[config.mk]
export PLATFORM = sky130hd
export DESIGN_NAME = ttl_74166
export DESIGN_NICKNAME = d
export VERILOG_FILES = /design/src/rtl/ttl_74166.sv
export SDC_FILE = /design/constraint.sdc
export NUM_CORES = 1
export LEC_CHECK = 0
export BUFFER_PORTS_ARGS = -buffer_cell sky130_fd_sc_hd__buf_2
export CORE_AREA = 2 2 39 41
export DETAILED_ROUTE_END_ITERATION = 10
export DIE_AREA = 0 0 41 43
export GPL_TIMING_DRIVEN = 0
export PLACE_DENSITY_LB_ADDON = 0.2
export RECOVER_POWER = 100
export SETUP_SLACK_MARGIN = 0.3
export SLEW_MARGIN = 20
export SYNTH_ARGS = -nofsm -noshare
export SYNTH_HDL_FRONTEND = slang
export SYNTH_SLANG_ARGS = --single-unit
[constraint.sdc]
create_clock -name clk -period 1.71 [get_ports clk]
set_input_delay 0.0855 -clock clk [delete_from_list [all_inputs] [get_ports clk]]
set_output_delay 0.0855 -clock clk [all_outputs]
set_load 0.005 [all_outputs]
[src/rtl/ttl_74166.sv]
// SN74LS166-style 8-bit parallel-in serial-out shift register; QH is stage H.
// Define TTL_74166_DELAYS_EN to add REGDLY/MRDLY intra-assignment output delays.
`ifdef TTL_74166_DELAYS_EN
`timescale 1ns/10ps
`endif

module ttl_74166 #(
  parameter int REGDLY = 21,
  parameter int MRDLY  = 23
) (
  input  logic clk,
  input  logic MR,
  input  logic SH_LDn,
  input  logic CLK_INH,
  input  logic SER,
  input  logic A,
  input  logic B,
  input  logic C,
  input  logic D,
  input  logic E,
  input  logic F,
  input  logic G,
  input  logic H,
  output logic QH
);

  // Bit 0 is stage A (serial entry), bit 7 is stage H (serial exit).
  logic [7:0] stage_q, stage_d;
  logic       qh_q, qh_d;

  if (REGDLY < 0 || MRDLY < 0) begin : g_bad_delay
    $error("ttl_74166: delays must be non-negative");
  end

  always_comb begin
    stage_d = stage_q;
    if (!SH_LDn) begin
      stage_d = {H, G, F, E, D, C, B, A};
    end else begin
      stage_d = {stage_q[6:0], SER};
    end
    // On shift this is the old stage G; on load it is pin H.
    qh_d = stage_d[7];
  end

`ifdef TTL_74166_DELAYS_EN
  always_ff @(posedge clk) begin
    if (MR) begin
      stage_q <= #MRDLY '0;
      qh_q    <= #MRDLY 1'b0;
    end else if (!CLK_INH) begin
      stage_q <= #REGDLY stage_d;
      qh_q    <= #REGDLY qh_d;
    end
  end
`else
  always_ff @(posedge clk) begin
    if (MR) begin
      stage_q <= '0;
      qh_q    <= 1'b0;
    end else if (!CLK_INH) begin
      stage_q <= stage_d;
      qh_q    <= qh_d;
    end
  end
`endif

  assign QH = qh_q;

endmodule

==> results of run 1 <==
registers in the layout, indices dropped and copies added (netlist names):
register  cells
QH            1
stage_q       7
layout by cell type (no fill, tap or decap):
master,n
sky130_fd_sc_hd__a211oi_1,8
sky130_fd_sc_hd__dfxtp_1,8
sky130_fd_sc_hd__and2b_1,3
sky130_fd_sc_hd__clkbuf_1,1
sky130_fd_sc_hd__clkbuf_4,3
sky130_fd_sc_hd__clkbuf_2,1
sky130_fd_sc_hd__inv_2,1
sky130_fd_sc_hd__mux2i_1,8
sky130_fd_sc_hd__buf_2,10
sky130_fd_sc_hd__buf_6,1
sky130_fd_sc_hd__nor2b_1,5
per-stage QoR:
step / cells / cell area, um2 / setup WS [ns] / utilization, %
6_report: 65 / 470 / 0.928 / 34.0
4_1_cts: 65 / 472 / 0.911 / 34.1
3_5_place_dp: 62 / 449 / 0.928 / 32.5
5_1_grt: 65 / 470 / 0.885 / 34.0
3_3_place_gp: 62 / 449 / 0.939 / 32.5
2_1_floorplan: 35 / 374 / 0.992 / -
final cells by class:
cell class              instances  area (um2)  share of cell area, %
well taps                      16        20.0                   4.26
plain buffers                   2        16.3                   3.46
multi-input cells              24         194                   41.2
clock buffers                   3        22.5                   4.79
inverters                       1        3.75                  0.798
repair buffers                 11        53.8                   11.4
flip-flops and latches          8         160                   34.0
per-layer routing:
layer  global-route usage, %  up-vias  share of wire [%]
met3                    2.09        4                6.7
met4                    12.0        0                2.9
li1                        -      154                  -
met2                    14.4       10                 40
met1                    15.3      127                 50
met5                       0        -                  0
Yosys cell counts (all sizes together):
cell type	instances	area (um2)
mux2i	8	80.1
and2b	3	22.5
inv	1	3.75
a211oi	8	60.1
clkbuf	1	5.00
nor2b	5	31.3
dfxtp	8	160
buf	1	11.3
kinds of logic (layout without fill, tap and decap cells):
family                 count (synthesis)  count (layout)  share of synthesized area, %
DFF                                    8               8                          42.8
buffers and inverters                  3              17                          5.35
muxes                                  8               8                          21.4
AOI/OAI and AO/OA                      8               8                          16.1
and+or+nand+nor                        8               8                          14.4
worst max path at each step:
stage,start,endpoint,cells after the start
after floorplan,stage_q[1],stage_q[1],2
final,QH,QH,1
after detailed placement,stage_q[6],stage_q[6],2
after global placement,stage_q[1],stage_q[1],2
after global routing,stage_q[3],stage_q[3],2
after CTS,stage_q[6],stage_q[6],2
power by group through the flow:
stage / registers, mW / clock network (mW) / logic (mW)
after CTS: 0.206 / 0.156 / 0.0622
after global routing: 0.208 / 0.163 / 0.0692
final: 0.206 / 0.149 / 0.0608
after global placement: 0.210 / 0 / 0.0617
after floorplan: 0.209 / 0 / 0.0404
after detailed placement: 0.210 / 0 / 0.0616
==> load_flow_metrics.sql, run 1 <==
INSERT INTO impl_metrics (metric_group, metric, value, unit) VALUES
('finish', 'drive_gt1_share', '32.7', '%'),
('critical_path', 'critPathTopFamily', 'flip-flops', ''),
('synth', 'synthesis.instances', '35', ''),
('critical_path', 'timing.reg2reg.setup_slack', '0.93', 'ns'),
('critical_path', 'critical_path.startpoint_type', 'register', ''),
('grt', 'first_pass_grt_wire_length', '1320', 'um'),
('timing', 'final-max-slew-violation-count', '0', ''),
('placement', 'dp_hpwl', '526', 'um'),
('finish', 'layout.filler_cells', '154', ''),
('critical_path', 'cp_max_fo', '2', ''),
('worst_hold_path', 'worst_hold_path.num_cells', '2', ''),
('critical_path', 'crit_path_cell_trace', 'clkbuf_1', ''),
('grt', 'number_of_global_route_vias_before_repair', '310', ''),
('timing', 'grt_setup_unrepaired', 'no', ''),
('pwr', 'p_switching', '0.102', 'mW'),
('synth', 'ys_seq_elements', '8', ''),
('grt', 'total_routing_usage_reported_by_global_routing', '11.6', '%'),
('cts', 'clockRootBuffer', 'sky130_fd_sc_hd__clkbuf_4', ''),
('timing', 'fin_crit_sh', '45.7', '%'),
('pwr', 'peakVddDrop', '298', 'uV'),
('cts', 'number_of_buffers_inserted_during_clock_tree_synthesis', '3', ''),
('critical_path', 'crit_path_max_delay_cell_type', 'sky130_fd_sc_hd__dfxtp_1', ''),
('pwr', 'report.power.total', '0.416', 'mW'),
('critical_path', 'critPathRequiredTime', '1.62', 'ns'),
('finish', 'area.growth.synth_to_final', '25.8', '%'),
('route', 'routed_wirelength', '763', 'um'),
('pwr', 'combinationalPowerShare', '14.6', '%'),
('timing', 'worst_pin_slew', '0.201', 'ns'),
('floorplanning', 'fp-row-count', '14', ''),
('critical_path', 'worst-endpoint-arrival', '0.70', 'ns'),
('critical_path', 'timing.rr.start', 'stage_q[6]', ''),
('synth', 'postSynthNetCount', '48', ''),
('timing', 'setup_viol', '0', ''),
('synth', 'netlist-cell-type-count', '8', ''),
('floorplanning', 'dieWidth', '41', 'um'),
('synth', 'warnings_from_yosys', '0', ''),
('run_status', 'status', 'completed', ''),
('timing', 'maxClockFrequency', '1280', 'MHz'),
('flow_run', 'drv_cap', '0', ''),
('worst_hold_path', 'hold_path_startpoint', 'MR', ''),
('critical_path', 'critPathKind', 'reg -> out', ''),
('cts', 'tritoncts_clock_tree', 'done', ''),
('synth', 'syn-cell-area', '374', 'um2'),
('pwr', 'power_switching_share', '24.5', '%'),
('grt', 'antenna_violations_before_repair', '0', ''),
('timing', 'timing_hold_violations_final', '0', ''),
('floorplanning', 'design.die.area', '1760', 'um2'),
('cts', 'insertion_delay', '0.26', 'ns'),
('floorplanning', 'floorplan.initialDensity', '27.0', '%'),
('route', 'total_via_count_after_detailed_routing', '295', ''),
('pwr', 'power_density', '885', 'nW/um2'),
('pwr', 'cell_internal_pwr', '0.314', 'mW'),
('synth', 'syn_avg_cell_area', '10.7', 'um2'),
('critical_path', 'critPathMaxStageDelay', '0.33', 'ns'),
('timing', 'finalWorstPathRequiredPeriod', '0.782', 'ns'),
('floorplanning', 'io_pins', '14', ''),
('route', 'ant_nets', '0', ''),
('route', 'drc', '0', ''),
('timing', 'max_slew_headroom_at_the_worst_pin', '86.5', '%'),
('grt', 'grt_max_degree', '10', ''),
('grt', 'grt_remaining_overflow', '0', ''),
('cts', 'post_cts.resized_instances', '0', ''),
('pwr', 'power.sequential.fraction', '49.5', '%'),
('route', 'drt-wirelength-per-cell', '11.7', 'um'),
('worst_hold_path', 'min_delay_worst_endpoint', 'stage_q[1]', ''),
('timing', 'finalClockSkew', '0.00177', 'ns'),
('critical_path', 'cp-end-kind', 'output port', ''),
('synth', 'seq_area_frac_synth', '42.8', '%'),
('cts', 'tritoncts_num_sinks', '8', ''),
('finish', 'antenna_cells', '0', ''),
('pwr', 'leakagePower', '0.216', 'nW');
Power figures use the tool's default switching activity.
==> run 2, diff against run 1 <==
--- a/config.mk
+++ b/config.mk
@@ -5,10 +5,11 @@
 export SDC_FILE = /design/constraint.sdc
 export NUM_CORES = 1
 export LEC_CHECK = 0
+export ABC_AREA = 1
 export BUFFER_PORTS_ARGS = -buffer_cell sky130_fd_sc_hd__buf_2
-export CORE_AREA = 2 2 39 41
+export CORE_MARGIN = 1.5
+export CORE_UTILIZATION = 31
 export DETAILED_ROUTE_END_ITERATION = 10
-export DIE_AREA = 0 0 41 43
 export GPL_TIMING_DRIVEN = 0
 export PLACE_DENSITY_LB_ADDON = 0.2
 export RECOVER_POWER = 100
==> constraint.sdc (replaced) <==
create_clock -name clk -period 0.8 [get_ports clk]
set_input_delay 0.04 -clock clk [delete_from_list [all_inputs] [get_ports clk]]
set_output_delay 0.04 -clock clk [all_outputs]
set_load 0.005 [all_outputs]
==> run 2 against run 1 <==
  * Worst hold slack worse by 0.020 ns
  * Largest cell class unchanged
  * Synthesized area increased by 15%
  * Clock-buffer cell count is the same
  * Clock power is 120% higher
  * Flip-flop and latch count unchanged
  * Combinational power rose to 2.7 times the previous value
  * Cell area grew 18%
  * Critical path depth unchanged
  * Synthesized cell count is 97% higher
  * Non-clock buffer count is 3 higher
  * First-iteration DRC count grew to 4.0 times the previous value
  * Critical endpoint unchanged
  * Final cell count rose by 54%
==> load_flow_metrics.sql, run 2 <==
INSERT INTO impl_metrics (metric_group, metric, value, unit) VALUES
('run_status', 'status', 'completed', ''),
('pwr', 'peakVddDrop', '796', 'uV'),
('placement', 'dp_hpwl', '582', 'um'),
('pwr', 'leakagePower', '0.304', 'nW'),
('finish', 'area.growth.synth_to_final', '28.8', '%'),
('timing', 'final.setup.worst_slack', '0.0769', 'ns'),
('grt', 'first_pass_grt_wire_length', '1350', 'um'),
('critical_path', 'crit_path_cell_trace', 'buf_6', ''),
('cts', 'number_of_buffers_inserted_during_clock_tree_synthesis', '3', ''),
('floorplanning', 'io_pins', '14', ''),
('critical_path', 'crit_path_max_delay_cell_type', 'sky130_fd_sc_hd__dfxtp_2', ''),
('synth', 'synthTopCellsByCount', 'sky130_fd_sc_hd__nor2_1, sky130_fd_sc_hd__nand2_1, sky130_fd_sc_hd__inv_1, sky130_fd_sc_hd__dfxtp_1, sky130_fd_sc_hd__o21ai_0', ''),
('worst_hold_path', 'worst_hold_path_type', 'in -> reg', ''),
('floorplanning', 'fp-row-count', '13', ''),
('synth', 'synthDominantAreaCellType', 'sky130_fd_sc_hd__dfxtp_1', ''),
('finish', 'antenna_cells', '0', ''),
('synth', 'synth_area_leaders', 'sky130_fd_sc_hd__dfxtp_1, sky130_fd_sc_hd__nor2_1, sky130_fd_sc_hd__nand2_1', ''),
('synth', 'top_cell_type_s_share_of_synthesized_area', '37.2', '%'),
('route', 'firstDrtPassIters', '4', ''),
('critical_path', 'timing.rr.start', 'QH', ''),
('finish', 'drive_gt1_share', '30.6', '%'),
('synth', 'synth.most_common_cell', 'sky130_fd_sc_hd__nor2_1', ''),
('critical_path', 'worst-path-stages', '1', ''),
('synth', 'syn_avg_cell_area', '6.24', 'um2'),
('cts', 'post_cts_hold_buffer_count', '0', ''),
('cts', 'tritoncts_clock_tree', 'done', ''),
('critical_path', 'critPathMaxStageDelay', '0.32', 'ns'),
('placement', 'place_congestion', '0.715', ''),
('finish', 'most_frequent_standard_cell_in_the_layout_excluding_fill_and_tap_cells', 'sky130_fd_sc_hd__nor2_1', ''),
('finish', 'top_register', 'stage_q', ''),
('route', 'total_via_count_after_detailed_routing', '415', ''),
('critical_path', 'critical_path.n_buffers_inverters', '1', ''),
('timing', 'fin_crit_sh', '90.4', '%'),
('route', 'routed_wirelength', '836', 'um'),
('placement', 'port_buffers', '12', ''),
('route', 'drt-wirelength-per-cell', '8.36', 'um'),
('timing', 'max_slew_headroom_at_the_worst_pin', '83.5', '%'),
('grt', 'total_routing_usage_reported_by_global_routing', '13.7', '%'),
('critical_path', 'regToRegEndpoint', 'QH', ''),
('critical_path', 'critPathTopFamily', 'flip-flops', ''),
('timing', 'finalClockSkew', '0.00510', 'ns'),
('synth', 'synth-edff-count', '0', ''),
('worst_hold_path', 'worst_hold_path.num_cells', '5', ''),
('critical_path', 'critical_path.startpoint_type', 'register', ''),
('synth', 'ys_seq_elements', '8', ''),
('critical_path', 'endpoint', 'QH', ''),
('grt', 'grt_remaining_overflow', '0', ''),
('placement', 'pre_cts_slack', '-0.00330', 'ns'),
('route', 'vias_per_cell', '4.15', ''),
('grt', 'number_of_global_route_vias_before_repair', '301', ''),
('synth', 'warnings_from_yosys', '0', ''),
('floorplanning', 'dieWidth', '40.3', 'um'),
('cts', 'worst_setup_hold_path_clk_slew', '0.06', 'ns'),
('grt', 'antenna_violations_before_repair', '0', ''),
('timing', 'final-max-slew-violation-count', '0', ''),
('critical_path', 'cp_max_fo', '2', ''),
('pwr', 'power.sequential.fraction', '47.2', '%'),
('critical_path', 'timing.reg2reg.setup_slack', '0.11', 'ns'),
('critical_path', 'critPathRequiredTime', '0.76', 'ns'),
('flow_run', 'drv_cap', '0', ''),
('timing', 'timing_hold_violations_final', '0', ''),
('synth', 'postSynthNetCount', '82', ''),
('critical_path', 'cp-end-kind', 'output port', ''),
('pwr', 'power_density', '1680', 'nW/um2'),
('route', 'drt_iter0_drc', '4', ''),
('synth', 'synthesis.instances', '69', ''),
('critical_path', 'worst-endpoint-arrival', '0.68', 'ns'),
('timing', 'maxClockFrequency', '1380', 'MHz'),
('placement', 'placed_cell_area', '513', 'um2'),
('route', 'ant_nets', '0', ''),
('finish', 'final_cell_mix', 'sky130_fd_sc_hd__nor2_1, sky130_fd_sc_hd__nand2_1, sky130_fd_sc_hd__buf_2', ''),
('pwr', 'clock_power_share', '34.9', '%'),
('grt', 'grt_max_degree', '11', ''),
('cts', 'tritoncts_num_sinks', '8', ''),
('pwr', 'power_switching_share', '26.8', '%'),
('pwr', 'cell_internal_pwr', '0.683', 'mW'),
('cts', 'clock_path_buffers', '2', ''),
('pwr', 'p_switching', '0.251', 'mW'),
('floorplanning', 'die_h', '40.3', 'um'),
('pwr', 'combinationalPowerShare', '17.9', '%'),
('timing', 'finalWorstPathRequiredPeriod', '0.723', 'ns'),
('floorplanning', 'floorplan.initialDensity', '33.1', '%'),
('synth', 'seq_area_frac_synth', '37.2', '%'),
('finish', 'largest_reg_flops', '7', ''),
('synth', 'syn-cell-area', '430', 'um2'),
('finish', 'final_net_count', '100', ''),
('floorplanning', 'design.die.area', '1620', 'um2'),
('synth', 'synth_flop_type', 'sky130_fd_sc_hd__dfxtp_1', ''),
('critical_path', 'r2r_cells', '3', ''),
('timing', 'worst_pin_slew', '0.248', 'ns'),
('synth', 'netlist-cell-type-count', '9', ''),
('cts', 'clock_tree.htree_level_count', '1', ''),
('synth', 'synthArstFlopShare', '0', '%'),
('route', 'drc', '0', ''),
('critical_path', 'critPathKind', 'reg -> out', ''),
('cts', 'insertion_delay', '0.26', 'ns'),
('critical_path', 'critPathLaunch', 'QH', ''),
('timing', 'setup_viol', '0', ''),
('floorplanning', 'floorplan.core_area', '1300', 'um2'),
('timing', 'grt_setup_unrepaired', 'yes', ''),
('cts', 'clockRootBuffer', 'sky130_fd_sc_hd__clkbuf_4', ''),
('finish', 'final_area', '554', 'um2');
-- run 2: timing repair --
| item | in CTS | in global routing |
|---|---|---|
| endpoints found under the setup margin | 9 | 9 |
| buffers inserted | 1 | 0 |
| pin swaps | 3 | 0 |
| gates resized for setup | 5 | 3 |
-- run 2: metal layers --
layer | vias to the layer above | share of wire (%) | GRT usage, %
met4 | 0 | 0 | 7.50
met1 | 169 | 53 | 17.7
met2 | 10 | 41 | 16.9
met3 | 0 | 6.3 | 8.33
li1 | 236 | - | -
met5 | - | 0 | 0
-- run 2: logic make-up (layout without fill, tap and decap cells) --
logic type | count (synthesis) | count (layout) | share of synthesized area, %
and+or+nand+nor | 40 | 40 | 37.8
buffers and inverters | 13 | 29 | 15.7
AOI/OAI and AO/OA | 8 | 8 | 9.30
DFF | 8 | 8 | 37.2
-- run 2: area by class of cell --
type	instances	area [um2]
buffer	3	33.8
clock buffer	3	22.5
fill	146	747
inverter	10	37.5
multi-input combinational	48	206
sequential	8	161
tap	15	18.8
timing repair buffer	13	73.8
-- run 2: how the worst min path moves through the flow --
| stage | start | end | slack (ns) |
|---|---|---|---|
| 2_1_floorplan | SER | stage_q[0] | 0.24 |
| 3_3_place_gp | SER | stage_q[0] | 0.36 |
| 3_5_place_dp | SER | stage_q[0] | 0.36 |
| 4_1_cts | SER | stage_q[0] | 0.1 |
| 5_1_grt | SER | stage_q[0] | 0.12 |
| 6_report | SER | stage_q[0] | 0.09 |
-- run 2: power by group through the flow --
stage,Clock [mW],Sequential [mW],Combinational [mW]
after floorplan,0,0.446,0.108
after global placement,0,0.447,0.155
after detailed placement,0,0.448,0.155
after CTS,0.335,0.441,0.163
after global routing,0.355,0.445,0.194
final,0.325,0.441,0.167
-- run 2: per-stage QoR --
stage	power (mW)	instances	util, %	setup TNS, ns	hold slack [ns]
final	0.933	100	42.6	0	0.0947
after global placement	0.602	96	39.4	-0.00349	0.357
after floorplan	0.554	69	-	0	0.238
after CTS	0.939	100	41.9	0	0.0952
after global routing	0.994	100	42.6	0	0.118
after detailed placement	0.604	96	39.4	-0.00330	0.361
==> run 3, diff against run 2 <==
==> constraint.sdc (replaced) <==
create_clock -name clk -period 0.9 [get_ports clk]
set_input_delay 0.045 -clock clk [delete_from_list [all_inputs] [get_ports clk]]
set_output_delay 0.045 -clock clk [all_outputs]
set_load 0.005 [all_outputs]
==> run 3 against run 2 <==
  * Clock skew decreased by 0.0044 ns
  * Critical path depth unchanged
  * Global-route usage decreased by 1.2 points
  * Non-clock buffer count decreased by 1
  * Routed wire length increased by 3.3%
  * Clock-buffer cell count unchanged
  * Critical path type unchanged
  * Worst hold slack improved by 0.023 ns
  * Die area unchanged
==> load_flow_metrics.sql, run 3 (synthesis gave the netlist of run 2 again) <==
INSERT INTO impl_metrics (metric_group, metric, value, unit) VALUES
('cts', 'tritoncts_num_sinks', '8', ''),
('critical_path', 'r2r_cells', '4', ''),
('worst_hold_path', 'hold_path_startpoint', 'D', ''),
('placement', 'dp_hpwl', '600', 'um'),
('pwr', 'report.power.total', '0.820', 'mW'),
('cts', 'tritoncts_clock_tree', 'done', ''),
('route', 'dr.max_layer_used', 'met4', ''),
('timing', 'grt_setup_unrepaired', 'yes', ''),
('finish', 'antenna_cells', '0', ''),
('critical_path', 'critPathRequiredTime', '0.85', 'ns'),
('floorplanning', 'fp-row-count', '13', ''),
('route', 'detailroute.wirelength.met3', '36', 'um'),
('placement', 'placed_cell_area', '509', 'um2'),
('flow_run', 'drv_cap', '0', ''),
('pwr', 'peakVddDrop', '757', 'uV'),
('floorplanning', 'dieWidth', '40.3', 'um'),
('route', 'drc', '0', ''),
('cts', 'insertion_delay', '0.25', 'ns'),
('critical_path', 'cp_max_fo', '2', ''),
('critical_path', 'critPathKind', 'reg -> out', ''),
('route', 'detail_route.wirelength.met1', '426', 'um'),
('critical_path', 'critPathMaxStageDelay', '0.35', 'ns'),
('timing', 'worst_pin_slew', '0.244', 'ns'),
('placement', 'numPlacedInstances', '96', ''),
('route', 'firstDrtPassIters', '4', ''),
('timing', 'timing_hold_violations_final', '0', ''),
('timing', 'final-max-slew-violation-count', '0', ''),
('timing', 'setup_viol', '0', ''),
('cts', 'clock_tree.htree_level_count', '1', ''),
('floorplanning', 'io_pins', '14', ''),
('pwr', 'clock_power_share', '34.3', '%'),
('floorplanning', 'floorplan.core_area', '1300', 'um2'),
('critical_path', 'worst-endpoint-arrival', '0.70', 'ns'),
('pwr', 'power_density', '1500', 'nW/um2'),
('route', 'total_via_count_after_detailed_routing', '419', ''),
('grt', 'total_routing_usage_reported_by_global_routing', '12.4', '%'),
('pwr', 'power.sequential.fraction', '48.1', '%'),
('worst_hold_path', 'worst_hold_path.num_cells', '5', ''),
('pwr', 'cell_internal_pwr', '0.603', 'mW'),
('grt', 'antenna_violations_before_repair', '0', ''),
('route', 'route.met2.wl', '382', 'um'),
('finish', 'largest_reg_flops', '7', ''),
('placement', 'pre_cts_slack', '0.0827', 'ns'),
('timing', 'max_slew_headroom_at_the_worst_pin', '83.7', '%'),
('finish', 'final_core_utilization', '42.1', '%'),
('timing', 'finalClockSkew', '0.000667', 'ns'),
('finish', 'drive_gt1_share', '32.1', '%'),
('worst_hold_path', 'min_delay_worst_endpoint', 'stage_q[3]', ''),
('floorplanning', 'design.die.area', '1620', 'um2'),
('finish', 'finalNonFillerCells', '99', ''),
('critical_path', 'critical_path.n_buffers_inverters', '1', ''),
('critical_path', 'timing.reg2reg.setup_slack', '0.22', 'ns'),
('route', 'drt-wirelength-per-cell', '8.73', 'um'),
('placement', 'place_congestion', '0.743', ''),
('grt', 'grt_max_degree', '11', ''),
('grt', 'grt_remaining_overflow', '0', ''),
('critical_path', 'regToRegEndpoint', 'stage_q[6]', ''),
('timing', 'maxClockFrequency', '1340', 'MHz'),
('finish', 'layout.filler_cells', '149', ''),
('pwr', 'p_switching', '0.217', 'mW'),
('pwr', 'leakagePower', '0.298', 'nW'),
('critical_path', 'critical_path.startpoint_type', 'register', ''),
('route', 'routed_wirelength', '864', 'um'),
('finish', 'most_frequent_standard_cell_in_the_layout_excluding_fill_and_tap_cells', 'sky130_fd_sc_hd__nor2_1', ''),
('cts', 'clockRootBuffer', 'sky130_fd_sc_hd__clkbuf_4', ''),
('floorplanning', 'floorplan.initialDensity', '33.1', '%'),
('finish', 'final_area', '548', 'um2'),
('cts', 'number_of_buffers_inserted_during_clock_tree_synthesis', '3', ''),
('finish', 'top_register', 'stage_q', ''),
('timing', 'finalWorstPathRequiredPeriod', '0.744', 'ns'),
('timing', 'fin_crit_sh', '82.7', '%'),
('timing', 'hold_slack', '0.118', 'ns'),
('pwr', 'combinationalPowerShare', '17.6', '%'),
('finish', 'final_net_count', '99', ''),
('route', 'vias_per_cell', '4.23', ''),
('grt', 'first_pass_grt_wire_length', '1300', 'um'),
('route', 'drt_iter0_drc', '4', ''),
('critical_path', 'crit_path_max_delay_cell_type', 'sky130_fd_sc_hd__dfxtp_1', ''),
('placement', 'port_buffers', '12', ''),
('worst_hold_path', 'worst_hold_path_type', 'in -> reg', ''),
('critical_path', 'critPathTopFamily', 'flip-flops', ''),
('critical_path', 'crit_path_cell_trace', 'buf_6', ''),
('timing', 'timing.setup.tns', '0', 'ns'),
('timing', 'final.setup.worst_slack', '0.156', 'ns'),
('route', 'ant_nets', '0', ''),
('cts', 'worst_setup_hold_path_clk_slew', '0.05', 'ns'),
('cts', 'post_cts_hold_buffer_count', '0', ''),
('critical_path', 'timing.rr.start', 'stage_q[5]', ''),
('floorplanning', 'die_h', '40.3', 'um'),
('run_status', 'status', 'completed', ''),
('finish', 'final_cell_mix', 'sky130_fd_sc_hd__nor2_1, sky130_fd_sc_hd__nand2_1, sky130_fd_sc_hd__buf_2', ''),
('pwr', 'power_switching_share', '26.5', '%'),
('cts', 'clock_path_buffers', '2', ''),
('grt', 'number_of_global_route_vias_before_repair', '333', ''),
('critical_path', 'cp-end-kind', 'output port', ''),
('finish', 'area.growth.synth_to_final', '27.3', '%');
## run 3: cell count changes in the layout (fill, tap and decap cells not counted)
cell / before / now
sky130_fd_sc_hd__o21ai_1: 4 / 6
sky130_fd_sc_hd__nand2_1: 14 / 12
sky130_fd_sc_hd__nand2_2: 2 / 4
sky130_fd_sc_hd__o21ai_0: 3 / 1
sky130_fd_sc_hd__buf_6: 4 / 3
## run 3: how the worst max path moves through the flow
stage | start | endpoint | slack (ns) | cells after the start
floorplan | CLK_INH | stage_q[4] | 0.30 | 5
global placement | CLK_INH | stage_q[3] | 0.08 | 6
detailed placement | CLK_INH | stage_q[4] | 0.08 | 6
CTS | QH | QH | 0.16 | 1
global route | QH | QH | 0.11 | 1
finish | QH | QH | 0.16 | 1
## run 3: cell type report
cell class	instances	area (um2)	area share (%)
multi-input combinational	48	211	38.6
sequential	8	161	29.5
timing repair buffer	12	66.3	12.1
tap	15	18.8	3.42
clock buffer	3	22.5	4.11
inverter	10	37.5	6.85
buffer	3	30.0	5.48
## run 3: metal layers
layer,global-route usage [%],vias up
met2,19.0,10
li1,-,234
met1,15.4,171
met3,1.67,4
met4,10.0,0
met5,0,-
## run 3: timing repair
item                                    CTS  global route
pin swaps                                 0             4
buffers inserted                          0             0
resized for setup                         5            10
endpoints found under the setup margin    9             9
## run 3: power by group through the flow
stage | sequential [mW] | clock (mW) | combinational [mW]
2_1_floorplan | 0.397 | 0 | 0.0941
3_3_place_gp | 0.398 | 0 | 0.136
3_5_place_dp | 0.398 | 0 | 0.137
4_1_cts | 0.392 | 0.288 | 0.139
5_1_grt | 0.397 | 0.310 | 0.167
6_report | 0.394 | 0.281 | 0.145
